### config.mk
export PLATFORM = sky130hd
export DESIGN_NAME = instr_fetch_unit
export DESIGN_NICKNAME = d
export VERILOG_FILES = /design/src/rtl/instr_fetch_unit.sv
export SDC_FILE = /design/constraint.sdc
export NUM_CORES = 1
export LEC_CHECK = 0
export CAP_MARGIN = 25
export CORE_MARGIN = 2
export CORE_UTILIZATION = 25
export CTS_CLUSTER_DIAMETER = 30
export DETAILED_ROUTE_END_ITERATION = 12
export RECOVER_POWER = 50
export SETUP_SLACK_MARGIN = 0.4
export SLEW_MARGIN = 5
export SYNTH_ARGS = -nofsm -noshare
export SYNTH_HDL_FRONTEND = slang
export SYNTH_SLANG_ARGS = --single-unit
### constraint.sdc
create_clock -name clk_clk -period 3.14 [get_ports clk_clk]
set_input_delay 0.942 -clock clk_clk [delete_from_list [all_inputs] [get_ports clk_clk]]
set_output_delay 0.942 -clock clk_clk [all_outputs]
set_load 0.005 [all_outputs]
### src/rtl/instr_fetch_unit.sv
// instr_fetch_unit: sequential instruction fetcher feeding a valid/ready FIFO; stops at HALT_OP.
// Optional abort input when IFU_ABORT_EN is defined.
module instr_fetch_unit #(
   parameter int ADDR_W = 10,
   parameter int DATA_W = 32,
   parameter int READ_LATENCY = 1,
   parameter int FIFO_DEPTH = 4,
   parameter logic [7:0] HALT_OP = 8'hFF
) (
   input  logic                clk_clk,
   input  logic                reset_reset,
`ifdef IFU_ABORT_EN
   input  logic                abort,
`endif
   input  logic                start,
   input  logic [ADDR_W-1:0]   start_addr,
   output logic                busy,
   output logic                done,
   output logic [ADDR_W-1:0]   instruction_mem_address,
   output logic                instruction_mem_chipselect,
   output logic                instruction_mem_clken,
   output logic                instruction_mem_write,
   input  logic [DATA_W-1:0]   instruction_mem_readdata,
   output logic [DATA_W-1:0]   instruction_mem_writedata,
   output logic [DATA_W/8-1:0] instruction_mem_byteenable,
   output logic [DATA_W-1:0]   instr_data,
   output logic [ADDR_W-1:0]   instr_pc,
   output logic                instr_valid,
   input  logic                instr_ready
);
   localparam logic [1:0] IDLE = 2'd0, FETCH = 2'd1, DRAIN = 2'd2;
   localparam int PW = $clog2(FIFO_DEPTH), CW = PW + 2;
   logic [1:0] state;
   logic [ADDR_W-1:0] next_addr;
   logic [READ_LATENCY-1:0] tag_v;
   logic [ADDR_W-1:0] tag_a [READ_LATENCY];
   logic [DATA_W-1:0] fifo_d [FIFO_DEPTH];
   logic [ADDR_W-1:0] fifo_a [FIFO_DEPTH];
   logic [PW-1:0] wr_ptr, rd_ptr;
   logic [CW-1:0] count, inflight;
   logic abort_i, issue, cap, cap_halt, pop, done_q;
`ifdef IFU_ABORT_EN
   assign abort_i = abort;
`else
   assign abort_i = 1'b0;
`endif
   always_comb begin
      inflight = '0;
      for (int i = 0; i < READ_LATENCY; i++) inflight = inflight + CW'(tag_v[i]);
   end
   // responses are only captured while fetching, so words behind the HALT are dropped
   assign cap = tag_v[READ_LATENCY-1] && state == FETCH;
   assign cap_halt = cap && instruction_mem_readdata[DATA_W-1 -: 8] == HALT_OP;
   // credit rule: every outstanding read has a reserved FIFO slot
   assign issue = state == FETCH && !cap_halt && !abort_i && (inflight + count) < CW'(FIFO_DEPTH);
   assign instr_valid = count != '0;
   assign pop = instr_valid && instr_ready;
   assign busy = state != IDLE;
   assign done = done_q;
   assign instruction_mem_address = next_addr;
   assign instruction_mem_chipselect = issue;
   assign instruction_mem_clken = busy;
   assign instruction_mem_write = 1'b0;
   assign instruction_mem_writedata = '0;
   assign instruction_mem_byteenable = '1;
   assign instr_data = instr_valid ? fifo_d[rd_ptr] : '0;
   assign instr_pc = instr_valid ? fifo_a[rd_ptr] : '0;
   always_ff @(posedge clk_clk) begin
      if (reset_reset || (abort_i && state != IDLE)) begin
         state <= IDLE;
         next_addr <= '0;
         tag_v <= '0;
         wr_ptr <= '0;
         rd_ptr <= '0;
         count <= '0;
         done_q <= 1'b0;
      end else begin
         assert (!(cap && count == CW'(FIFO_DEPTH)));
         done_q <= 1'b0;
         tag_v[0] <= issue;
         tag_a[0] <= next_addr;
         for (int i = READ_LATENCY - 1; i > 0; i--) begin
            tag_v[i] <= tag_v[i-1];
            tag_a[i] <= tag_a[i-1];
         end
         if (issue) next_addr <= next_addr + ADDR_W'(1);
         if (cap) begin
            fifo_d[wr_ptr] <= instruction_mem_readdata;
            fifo_a[wr_ptr] <= tag_a[READ_LATENCY-1];
            wr_ptr <= wr_ptr + PW'(1);
         end
         if (pop) rd_ptr <= rd_ptr + PW'(1);
         count <= count + CW'(cap) - CW'(pop);
         if (state == IDLE && start && !abort_i) begin
            state <= FETCH;
            next_addr <= start_addr;
         end
         if (cap_halt) state <= DRAIN;
         // nothing is pushed after the HALT, so the last word popped in DRAIN is the HALT
         if (state == DRAIN && pop && count == CW'(1)) begin
            state <= IDLE;
            done_q <= 1'b1;
         end
      end
   end
endmodule

## After elaboration in Yosys (flattened, before gate mapping)

Memories as Yosys holds them, arrays and structs flattened. A register that Yosys moved wholly into a read port is not among the register bits.
Index checks and enable logic that the tools add are counted.

- Register bits after elaboration: 22
- Bits in writable memories: 178
- Output and inout port bits: 94
- Logic and storage cells: 53
- Memories kept: 3

- Add/sub/neg operators: 6
- $lt $le $gt $ge: 1
- Equal/unequal tests: 4
- Multiplexer cells: 15
- Reduce and logical (&&, ||, !) cells: 16

Memory list:

| memory | depth | bits a word | rd ports | clocked after memory_dff | write ports | RTL line | RTL |
|---|---|---|---|---|---|---|---|
| fifo_d | 4 | 32 | 1 | 1 | 1 | 37 | `logic [DATA_W-1:0] fifo_d [FIFO_DEPTH];` |
| fifo_a | 4 | 10 | 1 | 1 | 1 | 38 | `logic [ADDR_W-1:0] fifo_a [FIFO_DEPTH];` |
| tag_a | 1 | 10 | 1 | 0 | 1 | 36 | `logic [ADDR_W-1:0] tag_a [READ_LATENCY];` |

Operator list:

| kind | count |
|---|---|
| two-way mux 32 bit | 1 |
| two-way mux 10 bit | 3 |
| two-way mux 2 bit | 6 |
| adder 10 x 1 -> 10 bit (second input constant) | 1 |
| == test 8 bit (second input constant) | 1 |
| logical AND 1 bit | 8 |
| nonzero test 2 bit | 3 |
| two-way mux 1 bit | 5 |
| adder 1 x 4 -> 4 bit | 1 |
| adder 2 x 1 -> 2 bit (second input constant) | 2 |
| adder 4 x 1 -> 4 bit | 1 |
| == test 4 x 1 -> 1 bit (second input constant) | 1 |
| less-than comparator 4 x 3 -> 1 bit (second input constant) | 1 |
| nonzero test 4 bit | 1 |
| subtractor 4 x 1 -> 4 bit | 1 |
| OR reduction 3 bit | 1 |
| == test 2 x 1 -> 1 bit (second input constant) | 1 |
| == test 2 bit (second input constant) | 1 |
| logical NOT 2 bit | 1 |
| OR reduction 2 bit | 1 |
| logical NOT 1 bit | 1 |

## Logic depth before layout (Yosys ltp)

Gate-level depths: netlist of the first run.

- Depth in word-level cells: 8
- Depth in mapped cells: 12
- Gate-level depth less buffers: 11

## Worst setup path after synthesis of the first run

OpenSTA, ideal clock, no wires.

- Path kind: input to output
- Start point: in instruction_mem_readdata[28]
- End point: out instruction_mem_chipselect
- Data arrival time: 1683 ps
- Data required time: 2198 ps
- Path slack: 515 ps
- Stages: 4
- Path buffers: 1
- Cells stage by stage: nand4_1 > nor3_2 > clkbuf_1 > nor3_1

- Word-level cells in the longest chain between the ends: 5

Ends and longest elaborated chain:

| what | RTL line | RTL |
|---|---|---|
| from (decl) | 23 | `input logic [DATA_W-1:0] instruction_mem_readdata,` |
| == test 8 bit | 53 | `assign cap_halt = cap && instruction_mem_readdata[DATA_W-1 -: 8] == HALT_OP;` |
| logical AND 1 bit | 53 |  |
| logical NOT 1 bit | 55 | `assign issue = state == FETCH && !cap_halt && !abort_i && (inflight + count) < CW'(FIFO_DEPTH);` |
| logical AND 1 bit (2 in a row) | 55 |  |
| to (decl) | 20 | `output logic instruction_mem_chipselect,` |

Every way passes these cells.

## Worst setup path after layout of the first run

- Start point: reg count[2]
- End point: out instr_data[25]

- Word-level cells in the longest chain between the ends: 2

Ends and longest elaborated chain:

| what | RTL line | RTL |
|---|---|---|
| from (decl) | 40 | `logic [CW-1:0] count, inflight;` |
| from (signal assigned) | 93 | `count <= count + CW'(cap) - CW'(pop);` |
| nonzero test 4 bit | 56 | `assign instr_valid = count != '0;` |
| two-way mux 32 bit | 66 | `assign instr_data = instr_valid ? fifo_d[rd_ptr] : '0;` |
| to (decl) | 26 | `output logic [DATA_W-1:0] instr_data,` |

Every way passes these cells.

==> results of run 1 <==
cell families after synthesis:
kind of cell | Yosys count | share of synthesized area (%)
flops | 202 | 69.2
simple gates | 119 | 8.19
buf+inv | 76 | 5.28
mux | 43 | 11.4
compound gates | 27 | 3.49
fa+ha+maj | 12 | 1.87
xor+xnor | 5 | 0.520
other cells | 2 | 0.0892
worst paths after layout:
kind	startpoint	endpoint	slack (ps)	depth (start not counted)
worst max-delay path	count[2]	instr_data[25]	-40	9
worst max register to register	count[2]	count[1]	150	16
worst min-delay path	tag_a[0][2]	fifo_a[3][2]	510	0
worst min register to register	tag_a[0][2]	fifo_a[3][2]	510	0
per-layer routing:
layer	up-vias	global-route usage, %	routed length [um]
met5	-	0	0
li1	2198	-	-
met1	2430	14.2	8390
met2	179	19.3	10100
met4	0	3.91	450
met3	42	2.81	1210
power breakdown:
| group | internal [W] | total [W] | leakage (nW) | switching (W) |
|---|---|---|---|---|
| registers | 0.00302 | 0.00312 | 1.81 | 0.000104 |
| logic | 0.00252 | 0.00394 | 1.80 | 0.00142 |
| clock network | 0.00305 | 0.00451 | 0.708 | 0.00147 |
| total | 0.00858 | 0.0116 | 4.32 | 0.00299 |
metrics by stage:
stage / power [W] / instances / utilization [%] / area [um^2] / hold WS [ps]
2_1_floorplan: 0.00435 / 521 / - / 8550 / 459
3_3_place_gp: 0.00553 / 1031 / 30.1 / 10000 / 476
3_5_place_dp: 0.00555 / 1031 / 30.1 / 10000 / 508
4_1_cts: 0.0114 / 1142 / 36.2 / 12100 / 509
5_1_grt: 0.0121 / 1149 / 36.7 / 12200 / 531
6_report: 0.0116 / 1149 / 36.7 / 12200 / 509
cells in the mapped netlist (2+ instances only):
library cell | n | area (um^2)
a2111oi_2 | 6 | 90.1
a311oi_1 | 2 | 17.5
and2_1 | 48 | 300
and3_1 | 2 | 12.5
buf_2 | 7 | 35.0
buf_4 | 38 | 285
clkbuf_1 | 17 | 63.8
conb_1 | 2 | 7.51
dfxtp_1 | 24 | 480
edfxtp_1 | 178 | 5350
ha_1 | 11 | 138
inv_1 | 13 | 48.8
mux4_2 | 42 | 946
nand2_1 | 3 | 11.3
nand2b_1 | 2 | 12.5
nand4_1 | 6 | 37.5
nor2_1 | 29 | 109
nor2b_1 | 6 | 37.5
nor3_1 | 3 | 15.0
nor4_1 | 9 | 56.3
o31ai_1 | 3 | 22.5
o41a_1 | 6 | 67.6
or4_1 | 2 | 15.0
xnor2_1 | 3 | 26.3
xor2_1 | 2 | 17.5
state kept, by name, summed over array words and instances, names as in the netlist, named ones only:
name / cells
rd_ptr: 2
wr_ptr: 2
state: 2
instruction_mem_address: 10
done: 1
tag_a: 10
count: 4
fifo_a: 40
tag_v: 1
fifo_d: 128
worst max-delay path, stage by stage, from the launching register on:
cell and delay, ps:
dfxtp_2 320, inv_2 70, ha_4 130, or3b_4 410, buf_12 150, buf_8 130
buf_6 120, buf_16 140, and2_4 140, buf_6 110
timing repair:
item / CTS / global route
resized for setup: 280 / 62
pin swaps: 11 / 14
endpoints found under the setup margin: 47 / 47
cloned: 7 / 0
buffers inserted: 23 / 7
layout make-up:
class                   instances  area (um^2)  share of cell area, %
flip-flops and latches        202         5840                   47.7
multi-input cells             243         2470                   20.2
clock buffers                  50         1140                   9.36
inverters                      13         51.3                  0.419
repair buffers                162         1810                   14.8
clock inverters                31          354                   2.90
well taps                     448          561                   4.58
==> qor.yml, run 1 <==
routing:
  route.detailed.drc: 0
  via_count: 4849
  drtAntennaViolNets: 0
  drt_iter0_markers: 351
  wl_per_cell_um: 17.5
  wl_mm: 20.1
  firstDrtPassIters: 4
  viasPerCell: 4.22
synthesis:
  synth_seq_cells: 202
  async_flop_share_pct: 0
  yosysSeqAreaShare_pct: 69.2
  yosysUniqueCellTypes: 47
  synth_edf_count: 178
  syn_area_per_cell_um2: 17.3
  ys_warn_count: 0
  synth-main-ff-cell: "edfxtp_1"
  netlist_area_um2: 8420
  synthCells: 486
worst_setup_path:
  critPathArrivalTime_ps: 2240
  worstPathMaxFanout: 6
  cp-start-kind: "flop"
  crit_required_ps: 2200
  path_class: "flop to output pin"
  end_kind: "output pin"
timing:
  fin_tns_setup_ps: -294
  layout_min_cycle_time_ps: 3180
  setup_viol: 11
  hold_viol_final: 0
  fmax_mhz: 314
  tightest_slew_ps: 1270
  maxSlewViolCount: 0
  rsz0062_at_grt: "yes"
  skew_ps: 19.7
  fin_ws_ps: -42.8
  fin_crit_sh_pct: 101
  slew_headroom_pct: 15.2
placement:
  place_hpwl_mm: 11.2
  pre_cts_slack_ps: -635
  io_buffers: 102
  gp_congestion: 0.760
finish:
  drive_above_1_share_pct: 41.1
  final_cell_mix: "178 x edfxtp_1, 50 x buf_6, 45 x clkbuf_16, 43 x and2_4, 42 x mux4_2"
  n_antenna_cell: 0
  layout_commonest_cell: "edfxtp_1"
  fillCellCount: 3175
  layout.nets: 724
  area_growth_pct: 45.3
clocking:
  numCtsBuffers: 44
  clock_sinks: 202
  cts_tree: "yes"
  cts_buffer_depth: 3
  htree_num_levels: 2
  clk_pin_slew_worst_paths_ps: 50
  cts-root-buf: "clkbuf_16"
  cts_hold_buf: 0
  worstSkewPairLatency_ps: 520
global_routing:
  grt_pass1_wl_mm: 30.2
  antenna_found_initial: 0
  grt_pass1_vias: 5045
  grt_start_max_net_pins: 43
  grt_remaining_overflow: 0
  grt_usage_pct: 11.4
outcome:
  violations: "setup timing"
  outcome: "finished, violations left"
floorplanning:
  start_util_pct: 25.2
  core-area_um2: 33400
  die_area_um2: 35200
  rows: 67
  die_w_um: 188
  ios: 140
  die_h_um: 188
pwr:
  powerDensity_nw_per_um2: 946
  ir_drop_mv: 0.403
  leakagePower_nw: 4.32
hold_path:
  hold_class: "flop to flop"
job:
  maxCapViolCount: 0
(Power assumes the default switching activity.)
==> run 2: changes to the inputs <==
- CORE_ASPECT_RATIO: default -> 1.2
==> run 2 against run 1 <==
- the run now ends clean
- clock skew decreased by 3.2 ps
- first-iteration DRC count decreased by 16%
- count of clock-buffer cells in the layout decreased by 4
- cell count decreased by 1.2%
- clock power decreased by 3%
- core utilization decreased by 0.58 points
- routed wire length decreased by 3.5%
- worst hold slack got worse by 8.2 ps
- critical path depth decreased by 1
- critical path type unchanged
- largest power group unchanged
==> qor.yml, run 2 (synthesized netlist as in run 1, its figures left out) <==
worst_setup_path:
  reg2reg_slack_ps: 180
  worstPathCellList: "inv_2 -> ha_4 -> or3b_4 -> buf_6 -> buf_8 -> buf_16 -> and2_4 -> buf_6"
  critPathArrivalTime_ps: 2130
  worstPathMaxFanout: 6
  path_class: "flop to output pin"
  crit_required_ps: 2200
  critical-path-top-delay-family: "buffers and inverters"
  cpPeakStageDelay_ps: 420
  cp-start-kind: "flop"
  end_kind: "output pin"
  critPathSlowestCell: "or3b_4"
  cp_common_cell: "buf_6"
  worst-path-buf-inv: 5
global_routing:
  met2_usage_pct: 18.4
  grt_pass1_vias: 4892
  grt_pass1_wl_mm: 29.0
  grt.met1_usage_pct: 13.8
  antenna_found_initial: 1
  grt_start_max_net_pins: 43
  grtUsageMet3_pct: 3.01
  grt_usage_pct: 11.1
  grt_remaining_overflow: 0
  grt_most_used_layer: "met2"
clocking:
  cts_tree: "yes"
  clock_sinks: 202
  numCtsBuffers: 41
  worstSkewPairLatency_ps: 520
  cts-root-buf: "clkbuf_16"
  cts_buffer_depth: 3
  htree_num_levels: 2
  clk_pin_slew_worst_paths_ps: 40
placement:
  dpl-instance-area_um2: 10000
  pre_cts_slack_ps: -512
  place_hpwl_mm: 10.7
  gp_congestion: 0.719
  io_buffers: 102
outcome:
  outcome: "completed"
routing:
  route.detailed.drc: 0
  wl_per_cell_um: 17.1
  drtAntennaViolNets: 0
  drt_iter0_markers: 295
  viasPerCell: 4.20
  wl_mm: 19.4
  via_count: 4769
  firstDrtPassIters: 4
hold_path:
  hold_class: "flop to flop"
pwr:
  power_w: 0.0113
  powerDensity_nw_per_um2: 943
  leakagePower_nw: 4.21
  ir_drop_mv: 0.345
floorplanning:
  die_area_um2: 35200
  start_util_pct: 25.4
  die_w_um: 172
  rows: 73
  die_h_um: 205
  ios: 140
  core-area_um2: 33200
timing:
  fmax_mhz: 325
  fin_crit_sh_pct: 97.8
  tightest_slew_ps: 1360
  layout_min_cycle_time_ps: 3070
  fin_ws_ps: 67.6
  slew_headroom_pct: 9.17
  hold_viol_final: 0
  skew_ps: 16.5
  setup_viol: 0
  maxSlewViolCount: 0
  rsz0062_at_grt: "yes"
finish:
  layout_commonest_cell: "edfxtp_1"
  largest_reg_flops: 128
  drive_above_1_share_pct: 39.3
  fillCellCount: 3142
  area_growth_pct: 42.1
  biggestRegsByFlops: "fifo_d x128, fifo_a x40"
  layout.nets: 711
  largest-register: "fifo_d"
  final_cell_mix: "178 x edfxtp_1, 50 x buf_6, 42 x and2_4, 42 x mux4_2, 41 x clkbuf_16"
  finalInstanceArea_um2: 12000
job:
  maxCapViolCount: 0
run 2: area by class of cell:
type | count | area, um^2 | share of cell area [%]
clock buffer | 46 | 1040 | 8.73
sequential | 202 | 5830 | 48.8
clock inverter | 28 | 385 | 3.22
tap | 450 | 563 | 4.71
timing repair buffer | 152 | 1650 | 13.8
inverter | 13 | 51.3 | 0.429
antenna | 1 | 2.50 | 0.0209
multi-input combinational | 243 | 2430 | 20.3
run 2: per-layer routing:
metal  wire [um]  up-vias
met1        8260     2399
met3        1170       43
met2        9500      164
met5          13        -
li1            -     2161
met4         477        2
run 2: final timing paths:
check,from,endpoint,cells past startpoint
min reg2reg,tag_a[0][9],fifo_a[1][9],0
max reg2reg,count[2],count[1],16
max,count[2],instr_data[28],8
min,tag_a[0][9],fifo_a[1][9],0
run 2: power by group:
part	leakage, nW	internal, W	switching, W	total [W]
Sequential	1.81	0.00302	0.000108	0.00313
Clock	0.688	0.00299	0.00140	0.00439
Combinational	1.71	0.00240	0.00136	0.00376
run 2: timing repair:
item                       CTS  global route
gates cloned                 7             0
hold buffers                 0             0
pin swaps                    7            13
setup endpoints to repair   45            47
buffers inserted            15             7
gates resized for setup    292            40
run 2: metrics by stage:
step	util (%)	TNS (ps)	hold WS (ps)	std cells
floorplan	-	0	459	521
global placement	30.2	-510	477	1031
detailed placement	30.2	-512	495	1031
CTS	36.1	0	502	1127
global route	36.1	-4.34	520	1134
finish	36.1	0	501	1135
